[src/rtl/disp_mux_ctrl.sv]
// Time-multiplexed N-digit 7-segment driver: shadow-registered digit data,
// one digit per refresh slot, blank interval, leading-zero suppression, polarity.
module disp_mux_ctrl #(
  parameter int N_DIGITS       = 4,
  parameter int REFRESH_DIV    = 100000,
  parameter int BLANK_CYCLES   = 2,
  parameter bit SEG_ACTIVE_LOW = 1'b1,
  parameter bit AN_ACTIVE_LOW  = 1'b1
) (
  input  logic                    clk,
  input  logic                    rst,
  input  logic [4*N_DIGITS-1:0]   digits_in,
  input  logic [N_DIGITS-1:0]     dp_in,
  input  logic [N_DIGITS-1:0]     en_in,
  input  logic                    lz_suppress,
  input  logic                    load,
  output logic [6:0]              seg_out,
  output logic                    dp_out,
  output logic [N_DIGITS-1:0]     an_out
);

  localparam int CNT_W = $clog2(REFRESH_DIV);
  localparam int IDX_W = (N_DIGITS > 1) ? $clog2(N_DIGITS) : 1;

  localparam logic [CNT_W-1:0]    CNT_MAX   = CNT_W'(REFRESH_DIV - 1);
  localparam logic [CNT_W-1:0]    BLANK_END = CNT_W'(BLANK_CYCLES);
  localparam logic [IDX_W-1:0]    IDX_MAX   = IDX_W'(N_DIGITS - 1);
  localparam logic [6:0]          SEG_POL   = {7{SEG_ACTIVE_LOW}};
  localparam logic [N_DIGITS-1:0] AN_POL    = {N_DIGITS{AN_ACTIVE_LOW}};

  logic [CNT_W-1:0]      cnt_q, cnt_d;
  logic [IDX_W-1:0]      idx_q, idx_d;
  logic [4*N_DIGITS-1:0] digits_q, digits_d;
  logic [N_DIGITS-1:0]   dp_q, dp_d;
  logic [N_DIGITS-1:0]   en_q, en_d;
  logic [6:0]            seg_q, seg_d;
  logic                  dp_out_q, dp_out_d;
  logic [N_DIGITS-1:0]   an_q, an_d;

  logic [N_DIGITS-1:0]   lz_blank;
  logic                  lead;
  logic [3:0]            nib;
  logic [3:0]            cur_nib;
  logic                  cur_en;
  logic                  lit;
  logic [6:0]            seg_act;
  logic [N_DIGITS-1:0]   an_act;
  logic                  dp_act;

  function automatic logic [6:0] seg_decode(input logic [3:0] v);
    case (v)
      4'h0: seg_decode = 7'b1111110;
      4'h1: seg_decode = 7'b0110000;
      4'h2: seg_decode = 7'b1101101;
      4'h3: seg_decode = 7'b1111001;
      4'h4: seg_decode = 7'b0110011;
      4'h5: seg_decode = 7'b1011011;
      4'h6: seg_decode = 7'b1011111;
      4'h7: seg_decode = 7'b1110000;
      4'h8: seg_decode = 7'b1111111;
      4'h9: seg_decode = 7'b1110011;
      4'hA: seg_decode = 7'b1110111;
      4'hB: seg_decode = 7'b0011111;
      4'hC: seg_decode = 7'b1001110;
      4'hD: seg_decode = 7'b0111101;
      4'hE: seg_decode = 7'b1001111;
      default: seg_decode = 7'b1000111;
    endcase
  endfunction

  // NOTE: every always_comb output gets a default first so no path leaves it unassigned (no latch).
  always_comb begin
    cnt_d = cnt_q + 1'b1;
    idx_d = idx_q;
    if (cnt_q == CNT_MAX) begin
      cnt_d = '0;
      idx_d = (idx_q == IDX_MAX) ? '0 : idx_q + 1'b1;
    end
  end

  always_comb begin
    digits_d = load ? digits_in : digits_q;
    dp_d     = load ? dp_in     : dp_q;
    en_d     = load ? en_in     : en_q;
  end

  // Scan from the most significant digit; only an enabled non-zero digit ends the leading run.
  always_comb begin
    lead     = 1'b1;
    nib      = 4'h0;
    lz_blank = '0;
    for (int i = N_DIGITS - 1; i >= 0; i--) begin
      nib         = digits_q[4*i +: 4];
      lz_blank[i] = lz_suppress && (i > 0) && (nib == 4'h0) && lead;
      if (en_q[i] && (nib != 4'h0)) lead = 1'b0;
    end
  end

  always_comb begin
    cur_nib = digits_q[{idx_q, 2'b00} +: 4];
    cur_en  = en_q[idx_q];
    lit     = (cnt_q >= BLANK_END);
    an_act  = '0;
    seg_act = '0;
    dp_act  = 1'b0;
    if (lit) begin
      an_act[idx_q] = 1'b1;
      dp_act        = dp_q[idx_q] & cur_en;
      if (cur_en && !lz_blank[idx_q]) seg_act = seg_decode(cur_nib);
    end
    seg_d    = seg_act ^ SEG_POL;
    dp_out_d = dp_act ^ SEG_ACTIVE_LOW;
    an_d     = an_act ^ AN_POL;
  end

  // NOTE: sequential state uses non-blocking assignments only, so every flop samples pre-edge values.
  // NOTE: the shadow registers are a handful of flops, not a RAM, so they take the async reset too.
  always_ff @(posedge clk or posedge rst) begin
    if (rst) begin
      cnt_q    <= '0;
      idx_q    <= '0;
      digits_q <= '0;
      dp_q     <= '0;
      en_q     <= '0;
      seg_q    <= SEG_POL;
      dp_out_q <= SEG_ACTIVE_LOW;
      an_q     <= AN_POL;
    end else begin
      cnt_q    <= cnt_d;
      idx_q    <= idx_d;
      digits_q <= digits_d;
      dp_q     <= dp_d;
      en_q     <= en_d;
      seg_q    <= seg_d;
      dp_out_q <= dp_out_d;
      an_q     <= an_d;
    end
  end

  assign seg_out = seg_q;
  assign dp_out  = dp_out_q;
  assign an_out  = an_q;

endmodule
[config.mk]
export PLATFORM = sky130hd
export DESIGN_NAME = disp_mux_ctrl
export DESIGN_NICKNAME = d
export VERILOG_FILES = /design/src/rtl/disp_mux_ctrl.sv
export SDC_FILE = /design/constraint.sdc
export NUM_CORES = 1
export LEC_CHECK = 0
export ABC_AREA = 1
export CAP_MARGIN = 0
export CORE_MARGIN = 5
export CORE_UTILIZATION = 35
export DETAILED_ROUTE_END_ITERATION = 10
export PLACE_DENSITY = 0.57
export SYNTH_ARGS = -nofsm -noshare
export SYNTH_HDL_FRONTEND = slang
export SYNTH_SLANG_ARGS = --single-unit
[constraint.sdc]
create_clock -name clk -period 1.7 [get_ports clk]
set_input_delay 0.34 -clock clk [delete_from_list [all_inputs] [get_ports clk]]
set_output_delay 0.34 -clock clk [all_outputs]
set_load 0.005 [all_outputs]
==> run metrics, run 1 <==
IO Pins=40; Post-Route M1 WL=3.07 mm; Die Footprint=10600 um2; most common cell after layout, fill and taps aside=nand2_1; final worst-path cycle share=97.3%; final core utilization=43.3%; unrepaired setup endpoints after global routing=true; cell area after synthesis=3030 um2; CP Capture Type=output pin; Hold Path Class=in -> async; Area Overhead vs Synth=22.7%; Register Area=1390 um2; Max VDD drop=0.395 mV; Slowest cell on crit path=dfstp_2; P_leak=1.77 nW; Port Buffer Count=39; routed wl met2=2.76 mm; post-synthesis cell type count=30; routed via count=2433; fmax=604 MHz; Synth Register Bits=55; max_cap viols=0; worst slew margin relative to its limit=73.1%; met3 WL=211 um; worst endpoint required time=1.36 ns; Switch Pwr=662 uW; Net Sw Frac=25.5%; minimum clock period=1.65 ns; nets@finish=457; Buf+Inv Stages, Crit Path=1; Clock Tree Root=clkbuf_8; DRC=0; uppermost routed layer=met4; CTS tree=yes; Startpoint Class=flop; placed inst area=3580 um2; PD cells=699 nW/um2; vias in the first global route=2367; layout cells sized above 1=17.2%; combinational share of power=15.0%; final instance area=3720 um2; crit-path max cell delay=0.53 ns; Post-Synthesis Cells=372; first-pass GRT wire length=10.8 mm; Final Hold Fails=0; CTS buffer count=5; largest net degree at the start of global routing=56; Starting Density=35.3%; final slew viol count=0; htree depth=2; remaining antenna violation count=0; result of the run=finished clean; height of the die=103 um; critical path class=reg -> out; clock network fraction of total power=29.5%; First DRT Iteration DRCs=73; Final Setup Violations=0; Worst Clk Skew=0.00809 ns; filler cell count=889; post-synthesis sequential area ratio=45.9%; Critical Path, Cell by Cell=clkdlybuf4s50_1; initial antenna violation count=0; die width=103 um; grt total ovfl=0; Worst-Skew Late Latency=0.31 ns; GRT Overall Usage=12.6%; routed vias/inst=4.62; clock tree sinks=55; Syn Nets=411; final hold slack=0.392 ns; Top delay family on crit path=flip-flops; clk buf depth=2; Rows=34; Slew @ Worst Pin=0.400 ns; sequential power share=55.5%; WL per Instance=11.6 um; CP startpoint=seg_out[6]$_DFF_PP1_; Pre-antenna DRT Iters=4; Ys Warns=0; Clock transition at path regs=0.10 ns; most frequent cells in the layout=95 x nand2_1, 42 x dfrtp_1, 41 x inv_1; post-DP HPWL=4.76 mm; final wirelength=6.09 mm; Post-CTS Hold Fix Bufs=0; Total Power=2.60 mW; Critical Path Fanout Max=1; footprint of the multi-input gates=1390 um2; CP Data Arrival Time=1.31 ns; P_int=1.94 mW; Avg Cell Area, Syn=8.15 um2; core area=8590 um2; gp weighted congestion=0.878; # diodes=0; FF-to-FF Start=idx_q[0]$_DFFE_PP0N_
[layer usage]
metal / vias up / GRT usage (%)
li1: 1263 / -
met1: 1125 / 17.6
met2: 38 / 20.1
met3: 7 / 2.77
met4: 0 / 2.69
met5: - / 0
[stage by stage]
| step | std cells | setup WS [ns] | TNS [ns] |
|---|---|---|---|
| after floorplan | 372 | 0.0369 | 0 |
| after global placement | 518 | 0.153 | 0 |
| after detailed placement | 518 | 0.0626 | 0 |
| after CTS | 526 | 0.0147 | 0 |
| after global routing | 527 | -0.0144 | -0.0144 |
| final | 527 | 0.0456 | 0 |
[worst register-to-register path, cell delays in order (launching register included)]
cell and delay, ns:
dfrtp_2 0.47, buf_4 0.15, nand2_1 0.06, nand3_1 0.09
nand2_2 0.13, inv_2 0.06, ha_1 0.21, nand3_1 0.13
nand3_1 0.09, nand3_1 0.07, nand2_1 0.05
[power groups by stage]
stage	Sequential (mW)	Clock [mW]	Combinational, mW
final	1.44	0.766	0.391
after global routing	1.45	0.863	0.445
after CTS	1.45	0.814	0.401
after detailed placement	1.47	0	0.400
after global placement	1.47	0	0.393
after floorplan	1.46	0	0.217
[flip-flops by register name (all words and copies together), names as in the netlist]
| name | flops |
|---|---|
| dp_out | 1 |
| an_out | 4 |
| cnt_q | 17 |
| seg_out | 7 |
| digits_q | 16 |
| en_q | 4 |
| dp_q | 4 |
| idx_q | 2 |
[kinds of logic after synthesis]
group | Yosys count | share of synthesized area, %
AND/OR/NAND/NOR | 200 | 30.3
buffers and inverters | 60 | 8.38
flip-flops | 55 | 45.9
AO/OA/AOI/OAI | 30 | 5.45
adder cells (fa/ha/maj) | 11 | 4.54
multiplexers | 10 | 3.71
XOR/XNOR | 6 | 1.73
[layout make-up]
class / count / share of cell area [%]
repair buffers: 48 / 13.6
flip-flops and latches: 55 / 37.4
inverters: 51 / 5.22
multi-input cells: 257 / 37.5
clock buffers: 6 / 2.22
clock inverters: 2 / 0.437
well taps: 108 / 3.63
[synth_stat cells, drive strengths merged]
cell type	count	area (um2)
nand3	38	208
o21ai	22	114
a21oi	5	25.0
inv	51	194
buf	6	48.8
clkbuf	3	11.3
mux2	10	113
xor2	6	52.6
nor3	10	55.1
o21bai	2	18.8
dfstp	12	315
o211ai	1	7.51
ha	11	138
dfrtp	43	1080
nand2	106	435
nand4	6	37.5
nor2	40	183
[path summary, 6_finish.rpt]
kind                                        end  slack [ns]  cells past startpoint
setup reg to reg           seg_out[3]$_DFF_PP1_        0.14                     10
setup / recovery                     seg_out[6]        0.05                      1
min in group clk            cnt_q[13]$_DFF_PP0_        0.51                      1
max in group asynchronous  seg_out[5]$_DFF_PP1_        1.01                      3
hold reg to reg             cnt_q[13]$_DFF_PP0_        0.51                      1
hold / removal               cnt_q[2]$_DFF_PP0_        0.39                      3
[repair_timing]
item | in CTS | in global routing
gates cloned | 0 | 0
setup endpoints to repair | 1 | 15
gates resized for setup | 1 | 16
setup buffers | 0 | 1
(Power assumes the default switching activity.)
==> run 2: changes to the inputs <==
--- a/config.mk
+++ b/config.mk
@@ -11,6 +11,7 @@
 export CORE_UTILIZATION = 35
 export DETAILED_ROUTE_END_ITERATION = 10
 export PLACE_DENSITY = 0.57
+export RECOVER_POWER = 25
 export SYNTH_ARGS = -nofsm -noshare
 export SYNTH_HDL_FRONTEND = slang
 export SYNTH_SLANG_ARGS = --single-unit
==> run 2 against run 1 <==
Against the previous run:
- clock skew is the same
- sequential share of layout area grew 0.13 points
- combinational power shrank 1%
- critical path type unchanged
- global-route usage is the same
- critical endpoint unchanged
- largest cell class unchanged
==> run metrics, run 2 (synthesized netlist as in run 1, its figures left out) <==
final worst-path cycle share=97.3% (unchanged); routed via count=2432 (-0.041%); unrepaired setup endpoints after global routing=true; worst slew margin relative to its limit=51.3% (-22 points); WL per Instance=11.6 um (about the same); Hold EP=cnt_q[13]$_DFF_PP0_; height of the die=103 um (unchanged); Buf+Inv Stages, Crit Path=1 (unchanged); CTS buffer count=5 (unchanged); post-DP HPWL=4.76 mm (unchanged); htree depth=2 (unchanged); most common cell after layout, fill and taps aside=nand2_1; Max VDD drop=0.395 mV (unchanged); vias in the first global route=2367 (unchanged); Critical Path, Cell by Cell=clkdlybuf4s50_1; Final Hold Fails=0 (unchanged); Die Footprint=10600 um2 (unchanged); CP Data Arrival Time=1.31 ns (about the same); r2r worst-path depth=10 (unchanged); initial antenna violation count=0 (unchanged); final instance area=3710 um2 (-0.34%); minimum clock period=1.65 ns (unchanged); # diodes=0 (unchanged); Worst-Skew Late Latency=0.31 ns (about the same); R2R Path End=seg_out[3]$_DFF_PP1_; First DRT Iteration DRCs=69 (-5.5%); worst endpoint required time=1.36 ns (about the same); die width=103 um (unchanged); GRT Overall Usage=12.6% (unchanged); IO Pins=40 (unchanged); fmax=604 MHz (unchanged); Clock transition at path regs=0.10 ns (about the same); P_leak=1.77 nW (-0.41%); clock tree sinks=55 (unchanged); Area Overhead vs Synth=22.2%; Hold Path Depth=1; routed vias/inst=4.61 (about the same); DRC=0 (unchanged); grt total ovfl=0 (unchanged); Slew @ Worst Pin=0.730 ns (+0.330 ns); gp weighted congestion=0.878 (unchanged); CTS tree=yes; placed cells=518 (unchanged); result of the run=finished clean; Hold Path Class=reg -> reg; core area=8590 um2 (unchanged); final slew viol count=0 (unchanged); Pre-antenna DRT Iters=4 (unchanged); placed inst area=3580 um2 (unchanged); crit-path max cell delay=0.53 ns (about the same); Worst Clk Skew=0.00809 ns (unchanged); final wirelength=6.09 mm (about the same); Largest register FFs=17 (unchanged); non-filler cells, final=527 (unchanged); Clock Tree Root=clkbuf_8; Final Setup Violations=0 (unchanged); TNS Setup=0 ns (unchanged); Port Buffer Count=39 (unchanged); nets@finish=457 (unchanged); clk buf depth=2 (unchanged); Top delay family on crit path=flip-flops; max_cap viols=0 (unchanged); critical path class=reg -> out; Slowest cell on crit path=dfstp_2; register with the most flip-flops=cnt_q; hold_sp=cnt_q[13]$_DFF_PP0_; Critical Path Fanout Max=1 (unchanged); most frequent cells in the layout=95 x nand2_1, 42 x dfrtp_1, 41 x inv_1; CP Capture Type=output pin; Rows=34 (unchanged); first-pass GRT wire length=10.8 mm (unchanged); R2R Setup Slk=0.14 ns (about the same); largest net degree at the start of global routing=56 (unchanged); FF-to-FF Start=idx_q[0]$_DFFE_PP0N_; layout cells sized above 1=16.9% (-0.24 points); PD cells=700 nW/um2 (+0.15%); Startpoint Class=flop; Starting Density=35.3% (unchanged); remaining antenna violation count=0 (unchanged)
==> run 2: cell count changes in the layout (fill, tap and decap cells not counted) <==
cell             previous run  this run
clkbuf_4                    0         1
clkinv_1                    0         1
clkdlybuf4s50_1            29        28
dlygate4sd3_1               0         1
buf_12                      2         1
inv_2                       9         8
==> run 2: how the worst max path moves through the flow <==
stage / to / start / cells past startpoint / slack (ns)
after detailed placement: seg_out[6]$_DFF_PP1_ / idx_q[0]$_DFFE_PP0N_ / 10 / 0.06
after CTS: seg_out[0] / seg_out[0]$_DFF_PP1_ / 1 / 0.01
after global routing: seg_out[6]$_DFF_PP1_ / idx_q[0]$_DFFE_PP0N_ / 10 / -0.01
final: seg_out[6] / seg_out[6]$_DFF_PP1_ / 1 / 0.05
after global placement: seg_out[6]$_DFF_PP1_ / idx_q[0]$_DFFE_PP0N_ / 10 / 0.15
after floorplan: cnt_q[0]$_DFF_PP0_ / rst / 1 / 0.04
==> run 2: through the flow <==
step | power (mW) | util, % | hold slack, ns | setup WS, ns
final | 2.59 | 43.1 | 0.511 | 0.0456
after global routing | 2.76 | 43.1 | 0.529 | -0.0144
after detailed placement | 1.87 | 41.7 | 0.499 | 0.0626
after CTS | 2.66 | 42.8 | 0.400 | 0.0147
after floorplan | 1.68 | - | 0.461 | 0.0369
after global placement | 1.86 | 41.7 | 0.486 | 0.153
==> run 2: per-layer routing <==
layer / share of wire, % / track usage (%)
met1: 50 / 17.6
met2: 45 / 20.1
met3: 3.5 / 2.77
met4: 0.90 / 2.69
met5: 0 / 0
==> run 2: area by class of cell <==
type	instances	area, um2
Clock buffer	6	82.6
Clock inverter	2	16.3
Fill cell	890	4890
Inverter	51	194
Multi-Input combinational cell	257	1390
Sequential cell	55	1390
Tap cell	108	135
Timing Repair Buffer	48	492
==> run 2: where the power goes <==
| part | total, mW | switching [mW] | leakage (nW) | internal [mW] |
|---|---|---|---|---|
| Combinational | 0.386 | 0.193 | 1.06 | 0.193 |
| Clock | 0.766 | 0.432 | 0.0474 | 0.334 |
| Sequential | 1.44 | 0.0361 | 0.662 | 1.41 |
==> run 2: what timing repair did <==
action / in CTS / in global routing
hold buffers: 0 / 0
buffers inserted: 0 / 1
setup endpoints to repair: 1 / 15
resized for setup: 1 / 16
hold endpoints to repair: 0 / 0
==> run 3: changes to the inputs <==
--- a/config.mk
+++ b/config.mk
@@ -6,7 +6,7 @@
 export NUM_CORES = 1
 export LEC_CHECK = 0
 export ABC_AREA = 1
-export CAP_MARGIN = 0
+export CAP_MARGIN = 20
 export CORE_MARGIN = 5
 export CORE_UTILIZATION = 35
 export DETAILED_ROUTE_END_ITERATION = 10
==> constraint.sdc (replaced) <==
create_clock -name clk -period 1.7 [get_ports clk]
set_input_delay 0.255 -clock clk [delete_from_list [all_inputs] [get_ports clk]]
set_output_delay 0.255 -clock clk [all_outputs]
set_load 0.05 [all_outputs]
==> run 3 against run 2 <==
Against the previous run:
- maximum frequency is 3.5% higher
- sequential power hardly changed
- worst hold slack worse by 0.012 ns
- non-clock buffer count is 1 lower
- wire length is 3.2% higher
- sequential share of layout area is 0.26 points higher
- largest power group unchanged
- highest routed layer unchanged
==> run metrics, run 3 (synthesized netlist as in run 1, its figures left out) <==
result of the run=finished clean; worst slew margin relative to its limit=49.9% (-1.4 points); Final Setup Violations=0 (unchanged); routed via count=2450 (+0.74%); Rows=34 (unchanged); Clock Tree Root=clkbuf_8; minimum clock period=1.60 ns (-0.0555 ns); Register Area=1390 um2 (unchanged); Post-CTS Hold Fix Bufs=0 (unchanged); CP Capture Type=flop; grt total ovfl=0 (unchanged); Port Buffer Count=39 (unchanged); initial antenna violation count=0 (unchanged); register with the most flip-flops=cnt_q; most common cell after layout, fill and taps aside=nand2_1; Clock transition at path regs=0.10 ns (about the same); footprint of the multi-input gates=1390 um2 (unchanged); height of the die=103 um (unchanged); CP startpoint=idx_q[0]$_DFFE_PP0N_; pre-CTS setup slack=0.0374 ns (-0.0252 ns); Largest register FFs=17 (unchanged); WL per Instance=12.0 um (+3.4%); Area Overhead vs Synth=21.4%; vias in the first global route=2476 (+4.6%); most frequent cells in the layout=95 x nand2_1, 42 x dfrtp_1, 41 x inv_1; htree depth=2 (unchanged); placed inst area=3540 um2 (-1.0%); gp weighted congestion=0.901 (+2.6%); critical path class=reg -> reg; Startpoint Class=flop; Starting Density=35.3% (unchanged); IO Pins=40 (unchanged); GRT Overall Usage=13.3% (+0.69 points); die width=103 um (unchanged); FF-to-FF Start=idx_q[0]$_DFFE_PP0N_; Slew @ Worst Pin=0.751 ns (+0.0211 ns); final slew viol count=0 (unchanged); worst endpoint required time=1.95 ns (+0.59 ns); P_leak=1.75 nW (-1.1%); Worst-Skew Late Latency=0.31 ns (about the same); post-DP HPWL=4.80 mm (+0.97%); clk buf depth=2 (unchanged); DRC=0 (unchanged); Hold Path Class=in -> reg; slack of the critical path=0.101 ns (+0.0555 ns); Critical Path Fanout Max=6 (+5); Final Hold Fails=0 (unchanged); Total Power=2.96 mW (+14%); final worst-path cycle share=94.1% (-3.3 points); routed vias/inst=4.66 (+0.93%); unrepaired setup endpoints after global routing=true; core area=8590 um2 (unchanged); filler cell count=889 (-0.11%); final instance area=3680 um2 (-0.68%); largest net degree at the start of global routing=56 (unchanged); First DRT Iteration DRCs=65 (-5.8%); max_cap viols=0 (unchanged); remaining antenna violation count=0 (unchanged); TNS Setup=0 ns (unchanged); final wirelength=6.29 mm (+3.2%); final core utilization=42.8% (-0.29 points); PD cells=803 nW/um2 (+15%); # diodes=0 (unchanged); first-pass GRT wire length=11.3 mm (+4.0%); Worst Clk Skew=0.00825 ns (+0.000168 ns); Die Footprint=10600 um2 (unchanged); clock tree sinks=55 (unchanged); Pre-antenna DRT Iters=4 (unchanged); nets@finish=456 (-0.22%); hold_sp=dp_in[1]; CTS tree=yes; Max VDD drop=0.361 mV (-8.8%); layout cells sized above 1=19.4% (+2.4 points); CTS buffer count=5 (unchanged); fmax=625 MHz (+3.5%); CP Data Arrival Time=1.85 ns (+0.54 ns)
run 3: final timing paths:
kind                                         to  slack [ns]  cells after the start
hold reg to reg             cnt_q[13]$_DFF_PP0_        0.50                      1
setup reg to reg           seg_out[3]$_DFF_PP1_        0.10                     10
min in group asynchronous    cnt_q[0]$_DFF_PP0_        0.63                      3
setup / recovery           seg_out[3]$_DFF_PP1_        0.10                     10
hold / removal              dp_q[1]$_DFFE_PP0P_        0.50                      3
max in group asynchronous  idx_q[0]$_DFFE_PP0N_        0.55                      3
run 3: what timing repair did:
action,in CTS,in global routing
setup endpoints to repair,0,5
resized for setup,0,7
endpoints found under the hold margin,0,0
setup buffers,0,1
run 3: metal layers:
| layer | GRT usage [%] | part of all wire (%) | routed length [um] | vias up |
|---|---|---|---|---|
| met5 | 0 | 0 | 0 | - |
| met4 | 3.49 | 1.2 | 74 | 0 |
| met3 | 2.77 | 3.9 | 243 | 9 |
| met2 | 21.5 | 46 | 2860 | 53 |
| met1 | 18.1 | 49 | 3110 | 1129 |
| li1 | - | - | - | 1259 |
run 3: layout make-up:
| class | instances | area share, % |
|---|---|---|
| Clock inverter | 2 | 1.63 |
| Timing Repair Buffer | 47 | 11.8 |
| Sequential cell | 55 | 37.8 |
| Multi-Input combinational cell | 257 | 37.9 |
| Inverter | 51 | 5.27 |
| Clock buffer | 6 | 1.97 |
| Tap cell | 108 | 3.67 |
run 3: power breakdown:
part           internal (mW)  switching [mW]  leakage (nW)
sequential              1.41          0.0382         0.662
combinational          0.189           0.287          1.02
clock                  0.589           0.447        0.0654
total                   2.19           0.771          1.75
run 3: per-stage QoR:
step	cells	hold slack, ns
2_1_floorplan	372	0.376
3_3_place_gp	517	0.485
3_5_place_dp	517	0.486
4_1_cts	525	0.316
5_1_grt	526	0.488
6_report	526	0.498
run 3: critical path, stage by stage (launching register included):
cell	delay [ns]
dfrtp_2	0.47
buf_4	0.15
nand2_1	0.06
nand3_1	0.11
nand2_2	0.12
inv_2	0.06
ha_1	0.29
nand2_1	0.07
nand3_1	0.06
nand3_1	0.08
nand2_1	0.06
